--- config.mk ---
export PLATFORM = sky130hd
export DESIGN_NAME = deser16_1
export DESIGN_NICKNAME = d
export VERILOG_FILES = /design/src/rtl/deser_pkg.sv /design/src/rtl/deser16_1_decoder.sv /design/src/rtl/deser16_1.sv
export SDC_FILE = /design/constraint.sdc
export NUM_CORES = 1
export LEC_CHECK = 0
export CAP_MARGIN = 15
export CORE_MARGIN = 3
export CORE_UTILIZATION = 45
export CTS_CLUSTER_SIZE = 30
export DETAILED_ROUTE_END_ITERATION = 6
export GPL_TIMING_DRIVEN = 0
export PLACE_DENSITY = 0.79
export SKIP_CTS_REPAIR_TIMING = 1
export SYNTH_ARGS = -nofsm -noshare
export SYNTH_HDL_FRONTEND = slang
export SYNTH_SLANG_ARGS = --single-unit
--- constraint.sdc ---
create_clock -name clk -period 1.65 [get_ports clk]
set_input_delay 0.2475 -clock clk [delete_from_list [all_inputs] [get_ports clk]]
set_output_delay 0.2475 -clock clk [all_outputs]
set_load 0.05 [all_outputs]
--- src/rtl/deser_pkg.sv ---
// deser_pkg: shared types and constants for the deser16_1 serial-to-parallel
// collector.
//   deser_state_t : FILL (collecting bits) / FULL (word presented, waiting for take)
//   DESER_WIDTH   : default assembled word width
package deser_pkg;

  typedef enum logic {
    FILL = 1'b0,
    FULL = 1'b1
  } deser_state_t;

  localparam int DESER_WIDTH = 16;

endpackage : deser_pkg

--- src/rtl/deser16_1_decoder.sv ---
// onehot_decoder: index-to-one-hot decoder, the decode dual of a mux tree.
// Ports:
//   en  in  1              enable; all outputs are zero when low
//   sel in  IDXW           index to decode
//   out out 2**IDXW        one-hot vector, out[sel] = en
module onehot_decoder #(
  parameter int IDXW = 4
) (
  input  logic                 en,
  input  logic [IDXW-1:0]      sel,
  output logic [2**IDXW-1:0]   out
);

  always_comb begin
    out = '0;
    if (en) begin
      out[sel] = 1'b1;
    end
  end

endmodule : onehot_decoder

--- src/rtl/deser16_1.sv ---
// deser16_1: serial-to-parallel bit collector. Accepted bits are written
// LSB first into out_data at position bit_idx; a complete word is presented
// on a valid/ready output handshake.
//
// Handshake semantics: an input bit transfers on a rising edge where
// in_valid && in_ready (and clear is low); a word transfers on a rising edge
// where out_valid && out_ready. Neither ready depends on its own valid.
//
// Ports:
//   clk        in   1      rising-edge clock
//   reset      in   1      asynchronous, active-high reset
//   clear      in   1      synchronous flush of the partial/full word
//   in_valid   in   1      in_bit is valid this cycle
//   in_bit     in   1      serial data bit, LSB first
//   in_ready   out  1      block accepts in_bit this cycle
//   out_valid  out  1      out_data holds a complete word
//   out_data   out  WIDTH  assembled word, bit i = i-th accepted bit
//   out_ready  in   1      consumer takes out_data this cycle
//   bit_idx    out  IDXW   position the next accepted bit writes
//   state_dbg  out  1      current FSM state, for observation only
module deser16_1
  import deser_pkg::*;
#(
  parameter int WIDTH = DESER_WIDTH,
  localparam int IDXW = $clog2(WIDTH)
) (
  input  logic             clk,
  input  logic             reset,
  input  logic             clear,
  input  logic             in_valid,
  input  logic             in_bit,
  output logic             in_ready,
  output logic             out_valid,
  output logic [WIDTH-1:0] out_data,
  input  logic             out_ready,
  output logic [IDXW-1:0]  bit_idx,
  output deser_state_t     state_dbg
);

  deser_state_t     state_q, state_d;
  logic [IDXW-1:0]  idx_q, idx_d;
  logic [WIDTH-1:0] data_q, data_d;
  logic [WIDTH-1:0] we_vec;
  logic             accept;
  logic             take;

  // In FULL the block can only take a new bit in the cycle the word leaves,
  // so input readiness follows out_ready there.
  assign in_ready  = (state_q == FILL) ? 1'b1 : out_ready;
  assign out_valid = (state_q == FULL);
  // clear drops any offered bit even when in_ready is high.
  assign accept    = in_valid & in_ready & ~clear;
  assign take      = out_valid & out_ready;

  assign out_data  = data_q;
  assign bit_idx   = idx_q;
  assign state_dbg = state_q;

  // In FULL idx_q has already wrapped to 0, so a pipelined accept lands in bit 0.
  onehot_decoder #(.IDXW(IDXW)) u_dec (
    .en  (accept),
    .sel (idx_q),
    .out (we_vec)
  );

  always_comb begin
    data_d = (data_q & ~we_vec) | (we_vec & {WIDTH{in_bit}});
  end

  always_comb begin
    state_d = state_q;
    idx_d   = idx_q;
    if (clear) begin
      state_d = FILL;
      idx_d   = '0;
    end else begin
      unique case (state_q)
        FILL: begin
          if (accept) begin
            idx_d = idx_q + IDXW'(1);  // wraps to 0 after the last bit
            if (idx_q == IDXW'(WIDTH - 1)) begin
              state_d = FULL;
            end
          end
        end
        FULL: begin
          if (take) begin
            state_d = FILL;
            idx_d   = accept ? IDXW'(1) : '0;
          end
        end
        default: begin
          state_d = FILL;
          idx_d   = '0;
        end
      endcase
    end
  end

  always_ff @(posedge clk or posedge reset) begin
    if (reset) begin
      state_q <= FILL;
      idx_q   <= '0;
      data_q  <= '0;
    end else begin
      state_q <= state_d;
      idx_q   <= idx_d;
      data_q  <= data_d;
    end
  end

endmodule : deser16_1

==> flow_summary.yaml, run 1 <==
run_status:
  status: "complete, no violations"
floorplanning:
  die-area_um2: 3520
  die_h_um: 59.3
  start_util: 0.494
  pin_count: 29
  fp-row-count: 18
  die_w_um: 59.3
  core_region_area_um2: 2590
routing:
  drc: 0
  vias: 835
  ant_nets: 0
  totalWireLength_mm: 2.41
  avgViaCountPerCell: 5.35
  dr.pass1.iters: 2
  wire_per_inst_um: 15.4
  drt_iter0_markers: 10
clock_network:
  clock_tree.buffer_depth: 2
  clkSlewWorstSetupHoldPaths_ns: 0.11
  clock-sinks: 21
  numCtsBuffers: 3
  cts_tree: "built"
  ctsRootBufferMaster: "clkbuf_4"
  htreeDepth: 1
  clock_latency_ns: 0.30
yosys:
  netlist-cell-type-count: 32
  netlist.area_leader.share: 0.411
  synthCells: 94
  ys_ff_latch: 21
  yosysSeqAreaShare: 0.411
  ys_top_cells_by_count: "dfrtp_1 (21), mux2_2 (9), mux2_1 (7)"
  synth_top_cells_by_area: "dfrtp_1 (41%), mux2_2 (7.9%), nor4b_4 (7.4%), nor4b_2 (7.0%), mux2_1 (6.2%)"
  netlist_area_um2: 1280
  synth_fp_nets: 104
  yosys_warnings: 0
  async_flop_share: 1.00
  synth_top_cell_by_area: "dfrtp_1"
  syn_avg_cell_area_um2: 13.6
  synth_most_common_cell: "dfrtp_1"
  synth_flop_cell: "dfrtp_1"
  synth_edf_count: 0
worst_setup_path:
  cp-startpoint: "out_valid"
  r2r_start: "out_valid"
  critPathMaxFanout: 10
  criticalPathCategory: "reg2out"
  cp_num_buf_inv: 4
  path_cells: "nor2b_4, buf_8, buf_12, inv_6, buf_8"
  cpMostUsedCell: "buf_8"
  endpoint_kind: "output pin"
  arrival_ns: 1.35
  cp_data_required_time_ns: 1.40
  start_kind: "flip-flop"
  max_stage_delay_ns: 0.42
  slowest_stage: "dfrtp_2"
  cp_top_family: "buffers and inverters"
hold_path:
  hold_class: "in2reg"
  min-delay-start: "clear"
place:
  port-buffer-count: 27
  place_ws_ns: -0.611
  gp_congestion: 0.738
  place_area_um2: 1600
  hpwl_mm: 1.79
timing:
  timing.setup.tns_ns: 0
  hold_viol: 0
  hold_ws_ns: 0.163
  rsz0062_at_grt: "false"
  slew_headroom: 0.483
  worst_pin_slew_ns: 0.775
  setup_violations: 0
  fin_ws_ns: 0.0569
  timing.final.crit_period_ns: 1.59
  period_share: 0.966
  clock.fmax_mhz: 628
  fin_skew_ns: 0.000905
  final_max_slew_viol_count: 0
global_routing:
  grt_usage: 0.155
  overflow: 0
  antenna_found_initial: 0
  grt_first_pass_wirelength_mm: 4.16
  grt_pass1_vias: 884
  grt_start_max_net_pins: 22
final_layout:
  design_area_um2: 1710
  antenna_cells: 0
  nets: 137
  drive_above_1_share: 0.357
  area_growth_pct: 33.4
run:
  maxCapViolations: 0
pwr:
  p_per_area_nw_per_um2: 653
  irDropWorstVdd_mv: 0.636
  leakage_nw: 1.05
## kinds of logic (layout without fill, tap and decap cells)
group | count (synthesis) | after routing | share of synthesized area
multiplexers | 16 | 16 | 0.141
flip-flops | 21 | 21 | 0.411
AO/OA/AOI/OAI | 7 | 7 | 0.0391
buffers and inverters | 10 | 42 | 0.0626
AND/OR/NAND/NOR | 36 | 36 | 0.308
adder cells (fa/ha/maj) | 4 | 4 | 0.0391
## worst paths after layout
| check | endpoint | slack (ns) | depth (start not counted) |
|---|---|---|---|
| max in group asynchronous | bit_idx[2] | 0.73 | 2 |
| min in group asynchronous | asynchronous set/reset pin | 0.38 | 2 |
| hold reg to reg | flip-flop | 0.49 | 1 |
| setup reg to reg | flip-flop | 0.08 | 5 |
| hold / removal | bit_idx[0] | 0.16 | 2 |
| setup / recovery | in_ready | 0.06 | 5 |
## worst register-to-register path: cells and delay by family (launching register included)
family                 cells  cell delay (ns)
buffers and inverters      2             0.29
DFF                        1             0.42
muxes                      1             0.35
and+or+nand+nor            2             0.40
## final cells by class
class	instances	area (um2)
fillers	195	882
repair buffers	28	343
flip-flops and latches	21	532
multi-input cells	63	681
well taps	30	37.5
clock buffers	4	26.3
plain buffers	6	68.8
inverters	4	20.0
## metal layers
metal | up-vias | share of wire | track usage
met1 | 410 | 0.46 | 0.211
met2 | 15 | 0.50 | 0.251
met4 | 0 | 0.0058 | 0.0388
met5 | - | 0 | 0
met3 | 2 | 0.037 | 0.0327
li1 | 408 | - | -
## power by group
part | leakage [nW] | switching [mW] | internal [mW]
sequential | 0.278 | 0.0212 | 0.547
combinational | 0.762 | 0.189 | 0.114
clock | 0.0150 | 0.151 | 0.0941
## cells in the final DEF (no fill, tap or decap), types with 2 or more instances in the layout
cell type	instances
dlymetal6s2s_1	24
dfrtp_1	16
mux2_2	8
mux2_1	7
nor4b_2	6
dfrtp_2	5
nand2_1	4
nor2_1	4
nor4b_4	4
ha_1	4
a21oi_1	3
nand2b_1	3
inv_1	3
clkbuf_4	3
buf_8	2
buf_6	2
clkbuf_1	2
nor4_2	2
and4bb_2	2
buf_4	2
clkdlybuf4s50_1	2
## stage by stage
stage / total power, mW / instances / util
2_1_floorplan: 0.785 / 94 / -
3_3_place_gp: 0.884 / 151 / 0.617
3_5_place_dp: 0.888 / 151 / 0.617
4_1_cts: 1.13 / 155 / 0.627
5_1_grt: 1.18 / 156 / 0.659
6_report: 1.12 / 156 / 0.659
(Power assumes the default switching activity.)
==> run 2: changes to the inputs <==
- ABC_AREA: default -> 0
- CTS_CLUSTER_DIAMETER: default -> 100
==> results of run 2 <==
Same layout as run 1: the final DEF is identical, and so are final timing and power.
